**src/rtl/control_unit.sv**
```systemverilog
// Control unit FSM for a simple accumulator machine: fetch, decode and execute of eight opcodes.
// Optional single-step mode is enabled with the CU_STEP_EN macro (adds the Step input).
module control_unit (
`ifdef CU_STEP_EN
    input  logic       Step,
`endif
    input  logic       Clock,
    input  logic       Reset,
    input  logic [2:0] IR,
    input  logic       Aeq0,
    input  logic       Apos,
    input  logic       Enter,
    output logic       IRload,
    output logic       JMPmux,
    output logic       PCload,
    output logic       Meminst,
    output logic       MemWr,
    output logic       Aload,
    output logic       Sub,
    output logic [1:0] Asel,
    output logic       Halt,
    output logic       InWait,
    output logic [3:0] debug_state
);

    typedef enum logic [3:0] {
        START  = 4'd0,
        FETCH  = 4'd1,
        DECODE = 4'd2,
        LOAD   = 4'd3,
        STORE  = 4'd4,
        ADD    = 4'd5,
        SUB    = 4'd6,
        INPUT  = 4'd7,
        JZ     = 4'd8,
        JPOS   = 4'd9,
        HALT   = 4'd10
    } state_t;

    state_t state;

    assign debug_state = state;

    always_ff @(posedge Clock) begin
        if (Reset) begin
            state <= START;
        end else begin
            case (state)
`ifdef CU_STEP_EN
                START:   state <= Step ? FETCH : START;
`else
                START:   state <= FETCH;
`endif
                FETCH:   state <= DECODE;
                // IR is only looked at here; it is don't-care in every other state.
                DECODE: begin
                    case (IR)
                        3'b000:  state <= LOAD;
                        3'b001:  state <= STORE;
                        3'b010:  state <= ADD;
                        3'b011:  state <= SUB;
                        3'b100:  state <= INPUT;
                        3'b101:  state <= JZ;
                        3'b110:  state <= JPOS;
                        default: state <= HALT;
                    endcase
                end
                INPUT:   state <= Enter ? START : INPUT;
                HALT:    state <= HALT;
                default: state <= START;
            endcase
        end
    end

    // Outputs decode the registered state; INPUT/JZ/JPOS fold in live datapath inputs.
    always_comb begin
        IRload  = 1'b0;
        JMPmux  = 1'b0;
        PCload  = 1'b0;
        Meminst = 1'b0;
        MemWr   = 1'b0;
        Aload   = 1'b0;
        Sub     = 1'b0;
        Asel    = 2'b00;
        Halt    = 1'b0;
        InWait  = 1'b0;
        case (state)
            FETCH: begin
                IRload = 1'b1;
                PCload = 1'b1;
            end
            DECODE: Meminst = 1'b1;
            LOAD: begin
                Asel  = 2'b10;
                Aload = 1'b1;
            end
            STORE: begin
                Meminst = 1'b1;
                MemWr   = 1'b1;
            end
            ADD: Aload = 1'b1;
            SUB: begin
                Aload = 1'b1;
                Sub   = 1'b1;
            end
            INPUT: begin
                Asel   = 2'b01;
                Aload  = Enter;
                InWait = ~Enter;
            end
            JZ: begin
                JMPmux = 1'b1;
                PCload = Aeq0;
            end
            JPOS: begin
                JMPmux = 1'b1;
                PCload = Apos;
            end
            HALT: Halt = 1'b1;
            default: ;
        endcase
    end

endmodule

```
**config.mk**
```make
export PLATFORM = sky130hd
export DESIGN_NAME = control_unit
export DESIGN_NICKNAME = d
export VERILOG_FILES = /design/src/rtl/control_unit.sv
export SDC_FILE = /design/constraint.sdc
export NUM_CORES = 1
export LEC_CHECK = 0
export BUFFER_PORTS_ARGS = -buffer_cell sky130_fd_sc_hd__buf_2
export CAP_MARGIN = 20
export CORE_AREA = 2 2 39 41
export CTS_BUF_LIST = sky130_fd_sc_hd__clkbuf_16
export DETAILED_ROUTE_END_ITERATION = 6
export DIE_AREA = 0 0 41 43
export RECOVER_POWER = 25
export SETUP_SLACK_MARGIN = 0.3
export SLEW_MARGIN = 20
export SYNTH_ARGS = -nofsm -noshare
export SYNTH_HDL_FRONTEND = slang
export SYNTH_SLANG_ARGS = --single-unit
```
**constraint.sdc**
```tcl
create_clock -name Clock -period 2.6 [get_ports Clock]
set_input_delay 0.52 -clock Clock [delete_from_list [all_inputs] [get_ports Clock]]
set_output_delay 0.52 -clock Clock [all_outputs]
set_load 0.005 [all_outputs]
```
=== Word-level counts from Yosys, hierarchy flattened ===
Index checks and enable logic that the tools add are counted.

* Bitwise operators: 1
* Reduce and logical (&&, ||, !) cells: 5
* Mux-type cells: 13
* Eq/ne operators: 16

{| class="wikitable"
|+ Operators with widths
! cell !! number
|-
| case mux 4 bit (7 select lines) || 1
|-
| case mux 4 bit (5 select lines) || 1
|-
| == test 4 x 3 -> 1 bit (second input constant) || 4
|-
| == test 4 bit (second input constant) || 3
|-
| == test 3 bit (second input constant) || 3
|-
| == test 4 x 2 -> 1 bit (second input constant) || 2
|-
| 2-to-1 mux 1 bit || 7
|-
| == test 3 x 2 -> 1 bit (second input constant) || 2
|-
| == test 4 x 1 -> 1 bit (second input constant) || 1
|-
| zero test 4 bit || 1
|-
| case mux 2 bit (2 select lines) || 1
|-
| OR reduction 2 bit || 2
|-
| == test 3 x 1 -> 1 bit (second input constant) || 1
|-
| zero test 3 bit || 1
|-
| 2-to-1 mux 3 bit || 1
|-
| case mux 1 bit (3 select lines) || 1
|-
| OR reduction 3 bit || 1
|-
| case mux 1 bit (2 select lines) || 1
|-
| inverter 1 bit || 1
|}

* Input bits: 8
* Output and inout bits: 15
* Word-level logic and storage cells: 36
* Register bits after elaboration: 4

=== Longest topological paths before layout ===
Gate-level depths: netlist of run 1.

* Word-level depth: 3
* Mapped depth: 5
* Gate-level depth less buffers: 5

=== Least setup slack after synthesis of run 1 ===
OpenSTA, ideal clock, no wires.

* Path kind: input to register
* Start: input port IR[0]
* End: register state[2], in the netlist debug_state[2]
* Required time: 2.469 ns
* Buffers on the path: 0
* Cell stages on the path: 5
* Path slack: 1.081 ns
* Library setup time: 0.131 ns
* Data arrival time: 1.388 ns
* Cells stage by stage: inv_1 -> ha_1 -> or4_1 -> nand3_1 -> a21oi_1

* Word-level cells in the longest chain between the ends: 3
* Elaborated cells on any way between the ends: 9
* Classes of those cells: eq/ne (6); mux (2); reduce/logical (1)

{| class="wikitable"
|+ Ends and longest elaborated chain
! item !! RTL line !! text
|-
| from (decl) || 9 || <nowiki>input logic [2:0] IR,</nowiki>
|-
| == test 3 bit, or another cell as far along || 57 || <nowiki>case (IR)</nowiki>
|-
| case mux 4 bit (7 select lines) (*) || 57 ||
|-
| case mux 4 bit (5 select lines) (*) || 48 || <nowiki>case (state)</nowiki>
|-
| to (signal assigned) || 68 || <nowiki>INPUT: state <= Enter ? START : INPUT;</nowiki>
|-
| to (decl) || 40 || <nowiki>state_t state;</nowiki>
|}

Mark *: on every way between the ends. The rest lies on a longest branch, timed or not.
A chain may end at the register's enable or synchronous reset.

=== Final worst setup path of run 1 ===
* Start: register state[1], in the netlist debug_state[1]
* End: output port InWait

* Word-level cells in the longest chain between the ends: 2

{| class="wikitable"
|+ Ends and longest elaborated chain
! item !! RTL line !! text
|-
| == test 4 x 3 -> 1 bit || 87 || <nowiki>case (state)</nowiki>
|-
| 2-to-1 mux 1 bit || 87 ||
|-
| to (decl) || 22 || <nowiki>output logic InWait,</nowiki>
|}

Every way passes these cells.

==> results of run 1 <==
area by class of cell:
class,count,area share (%)
clock buffer,3,11.95
inverter,5,2.988
multi-input combinational,47,51.79
sequential,4,12.75
tap,16,3.187
timing repair buffer,22,17.33
critical path, cell delays in order, from the launching register on:
cell and delay [ps]:
dfxtp_1 600, nand2_1 180, or3_1 440, inv_1 70, buf_2 100
stage by stage:
stage / hold slack [ps] / setup WS (ps) / cells / power (W)
after floorplan: 614.9 / 1081 / 60 / 0.0001861
after global placement: 676.4 / 780.4 / 94 / 0.0002287
after global routing: 664.0 / 387.4 / 97 / 0.0004968
after CTS: 641.3 / 508.4 / 97 / 0.0004696
final: 647.0 / 467.5 / 97 / 0.0004664
after detailed placement: 669.8 / 751.4 / 94 / 0.0002288
worst paths after layout:
path / startpoint / endpoint / slack, ps / cells after the start
min: Reset / debug_state[1] / 650 / 4
min reg2reg: debug_state[1] / debug_state[1] / 690 / 2
max reg2reg: debug_state[1] / debug_state[2] / 1140 / 3
max: debug_state[1] / InWait / 470 / 4
logic make-up after synthesis:
group	synth area share [%]
AOI/OAI and AO/OA	15.93
xor gates and xnor gates	1.923
adders and majority gates	10.99
buffers and inverters	9.889
DFF	17.58
and+or+nand+nor	43.68
cells in the final DEF (no fill, tap or decap), types with 2 or more instances in the layout:
cell type,instances
and3b_1,2
buf_2,21
nor3_1,4
or4_1,2
nor3b_1,3
nor4b_1,2
nand3_1,2
inv_1,5
clkbuf_16,3
dfxtp_1,4
nand2b_1,2
ha_1,4
nand2_1,2
nor2_1,5
nor4_1,2
a21oi_1,5
per-layer routing:
| layer | share of wire [%] | wire length, um |
|---|---|---|
| met2 | 43 | 458 |
| met3 | 7.7 | 83 |
| met1 | 49 | 528 |
| met4 | 0 | 0 |
| met5 | 0 | 0 |
power by group:
group / switching [W] / total, W / leakage (nW) / internal (W)
combinational: 0.0000514 / 0.000118 / 0.257 / 0.0000663
clock: 0.0000409 / 0.000237 / 0.0370 / 0.000196
sequential: 0.0000391 / 0.000112 / 0.0327 / 0.0000725
==> results.json, run 1 <==
{
  "slew-limit-headroom_pct": 65.87,
  "cts_hold_buf": 0,
  "holdCritPathClass": "primary input to flop",
  "clk_path_buf_depth": 2,
  "clock_latency_ps": 220,
  "finalInstanceArea_sq_um": 628.1,
  "yosysWarnings": 0,
  "gp_congestion": 0.6907,
  "synthCells": 60,
  "placed_area_sq_um": 559.3,
  "cp-end-kind": "output pin",
  "worst-setup-path-type": "flop to output pin",
  "cap_violations": 0,
  "critical_path.max_fanout": 16,
  "cts_sinks": 4,
  "rsz0062_at_grt": "false",
  "finalHoldViolCount": 0,
  "grt_max_degree": 18,
  "die_area_sq_um": 1763,
  "drc": 0,
  "grtUsageMet1_pct": 15.11,
  "ir_drop_mv": 0.3253,
  "synthesis.nets": 72,
  "core_sq_um": 1384,
  "htreeDepth": 1,
  "multi_input_area_sq_um": 325.3,
  "critical_path_required_ps": 2080,
  "grt.busiest_layer": "met2",
  "final_layout_size_suffix_gt1_share_pct": 30.86,
  "ant_nets": 0,
  "num_vias": 483,
  "grt_first_pass_wirelength_um": 1476,
  "root_buffer": "clkbuf_16",
  "hpwl_um": 806.2,
  "p_per_area_nw_per_um2": 742.5,
  "grt_antenna_before_repair": 0,
  "io_pins": 23,
  "p_leak_nw": 0.3265,
  "ys_ff_latch": 4,
  "cts_inserted_buffers": 3,
  "fin_nets": 95,
  "die_h_um": 43,
  "use_met2_pct": 18.13,
  "start_util_pct": 32.91,
  "largest_reg_flops": 4,
  "wl_per_cell_um": 11.04,
  "clkSlewWorstSetupHoldPaths_ps": 30,
  "final_core_util_pct": 45.39,
  "routed_via_density": 4.979,
  "fillers": 141,
  "drtPass1Iterations": 4,
  "ys.flop_type": "dfxtp_1",
  "yosys.area.top_type": "dfxtp_1",
  "finalSetupViolCount": 0,
  "outcome": "finished clean",
  "post_cts_buffers": 0,
  "period_share_pct": 82.02,
  "maxSlewViolCount": 0,
  "cp_data_arrival_time_ps": 1610,
  "finalClockSkew_ps": 3.393,
  "dr.first_iter.drc_count": 3,
  "cts_resized": 0,
  "syn-cell-area_sq_um": 455.4,
  "rows": 14,
  "fmax_mhz": 468.9,
  "ys_top_cells_by_area": "dfxtp_1 18%, ha_1 11%, a21oi_1 5.5%",
  "grt_overflow": 0,
  "synthArstFlopShare_pct": 0,
  "port-buffer-count": 22,
  "n_antenna_cell": 0,
  "ys_types": 28,
  "fin_tns_setup_ps": 0,
  "grt_usage_pct": 12.35,
  "grt_pass1_vias": 381,
  "worst_setup_path_start_kind": "flop",
  "cts_tree": "done",
  "area_growth_pct": 37.91,
  "die-width_um": 41,
  "yosysSeqAreaShare_pct": 17.58,
  "ys_top_cells_by_count": "5 x a21oi_1, 5 x inv_1, 5 x nor2_1",
  "layout_min_cycle_time_ps": 2133,
  "register_area_sq_um": 80.08,
  "routed_wirelength_um": 1071,
  "use_met3_pct": 3.141,
  "synth-edff-count": 0,
  "worst_pin_slew_ps": 511.3,
  "synth.top_cell.area_share_pct": 17.58,
  "avgSynthCellArea_sq_um": 7.591
}
(Power assumes the default switching activity.)
==> run 2, diff against run 1 <==
==> constraint.sdc (replaced) <==
create_clock -name Clock -period 2.1 [get_ports Clock]
set_input_delay 0.42 -clock Clock [delete_from_list [all_inputs] [get_ports Clock]]
set_output_delay 0.42 -clock Clock [all_outputs]
set_load 0.005 [all_outputs]
==> results.json, run 2 (same netlist as run 1, synthesis figures left out) <==
{
  "slew-limit-headroom_pct": 69.09,
  "register_area_sq_um": 83.83,
  "htreeDepth": 1,
  "n_antenna_cell": 0,
  "cts_inserted_buffers": 3,
  "largest_reg_flops": 4,
  "p_leak_nw": 0.3487,
  "io_pins": 23,
  "drtPass1Iterations": 4,
  "port-buffer-count": 22,
  "p_total_w": 0.0006045,
  "seq_power_share_pct": 17.2,
  "critical_path_required_ps": 1680,
  "worst-setup-path-type": "flop to output pin",
  "p_clk_share_pct": 49.6,
  "finalHoldViolCount": 0,
  "grt_max_degree": 17,
  "die_area_sq_um": 1763,
  "rr_startpoint": "debug_state[3]",
  "combPwrFrac_pct": 33.2,
  "cts_hold_buf": 0,
  "drc": 0,
  "holdCritPathClass": "primary input to flop",
  "finalClockSkew_ps": 3.901,
  "switching_power_w": 0.0001735,
  "grt_overflow": 0,
  "p_int_w": 0.0004309,
  "root_buffer": "clkbuf_16",
  "hold_path_depth": 4,
  "area_growth_pct": 46.15,
  "final_layout_size_suffix_gt1_share_pct": 36.90,
  "fmax_mhz": 550.6,
  "swShare_pct": 28.71,
  "fin_nets": 98,
  "worst_setup_path_start_kind": "flop",
  "rows": 14,
  "whs_ps": 520.2,
  "holdCritStartpoint": "Reset",
  "ant_nets": 0,
  "cts_tree": "done",
  "cp_data_arrival_time_ps": 1400,
  "maxSlewViolCount": 0,
  "r2r_end": "debug_state[3]",
  "fillers": 147,
  "core_sq_um": 1384,
  "start_util_pct": 32.91,
  "p_per_area_nw_per_um2": 908.1,
  "final_core_util_pct": 48.10,
  "cap_violations": 0,
  "clock_latency_ps": 230,
  "mostFrequentLayoutCells": "22 x buf_2, 5 x inv_1, 5 x nor2_1, 5 x a21oi_1",
  "rsz0062_at_grt": "false",
  "ir_drop_mv": 0.4864,
  "dr.first_iter.drc_count": 4,
  "critical_path.max_fanout": 16,
  "routed_via_density": 5.070,
  "gp_congestion": 0.7073,
  "cts_sinks": 4,
  "min_to": "debug_state[2]",
  "die_h_um": 43,
  "rr_worst_depth": 3,
  "grt_antenna_before_repair": 0,
  "hpwl_um": 843,
  "multi_input_area_sq_um": 335.3,
  "wl_per_cell_um": 11.89,
  "grt_first_pass_wirelength_um": 1766,
  "clk_path_buf_depth": 2,
  "layout_min_cycle_time_ps": 1816,
  "die-width_um": 41,
  "cp-end-kind": "output pin",
  "routed_wirelength_um": 1189,
  "clkSlewWorstSetupHoldPaths_ps": 30,
  "num_vias": 507,
  "worst_pin_slew_ps": 463.1,
  "reg2reg_slack_ps": 630,
  "finalSetupViolCount": 0,
  "final_common_cell": "buf_2",
  "post_cts_buffers": 0,
  "outcome": "finished clean",
  "period_share_pct": 86.48,
  "grt_usage_pct": 15.15,
  "grt_pass1_vias": 413,
  "fin_tns_setup_ps": 0
}
==> run 2: cell types whose count changed in the layout (fill, tap and decap cells not counted), sizes merged <==
cell,previous run,this run
clkbuf,4,3
buf,21,25
==> run 2: how the worst max path moves through the flow <==
stage,from,endpoint,slack [ps]
floorplan,IR[0],debug_state[2],680
global placement,debug_state[2],InWait,440
detailed placement,debug_state[2],InWait,420
CTS,debug_state[3],InWait,310
global route,debug_state[3],InWait,200
finish,debug_state[3],InWait,280
==> run 2: critical path, stage by stage (launching register included) <==
cell	delay [ps]
dfxtp_1	440
nand2b_4	220
or3_4	350
inv_1	60
buf_2	100
==> run 2: power by group through the flow <==
stage | clock network [W] | registers [W] | logic (W)
after floorplan | 0 | 0.000107 | 0.000123
after global placement | 0 | 0.000105 | 0.000196
after detailed placement | 0 | 0.000105 | 0.000198
after CTS | 0.000304 | 0.000105 | 0.000200
after global routing | 0.000313 | 0.000107 | 0.000227
final | 0.000300 | 0.000104 | 0.000201
==> run 2: through the flow <==
stage          setup slack [ps]  instances  cell area, sq um
5_1_grt                   197.1        100             665.6
2_1_floorplan             681.0         60             455.4
4_1_cts                   312.2        100             659.4
3_3_place_gp              440.7         97             581.8
3_5_place_dp              424.4         97             581.8
6_report                  283.9        100             665.6
==> run 2: per-layer routing <==
| metal | vias up | GRT usage (%) | wire length, um |
|---|---|---|---|
| met2 | 18 | 23.75 | 576 |
| met5 | - | 0 | 0 |
| met4 | 0 | 8.000 | 11 |
| li1 | 264 | - | - |
| met1 | 223 | 17.31 | 528 |
| met3 | 2 | 4.712 | 72 |
==> run 2: what timing repair did <==
item,4_1_cts,5_1_grt
resized for setup,2,3
endpoints found under the setup margin,2,2
pin swaps,0,0
cloned,0,0
==> run 2: cell type report <==
cell class / count / area share (%)
multi-input combinational: 47 / 50.38
timing repair buffer: 25 / 19.92
sequential: 4 / 12.59
clock buffer: 3 / 11.28
tap: 16 / 3.008
inverter: 5 / 2.820
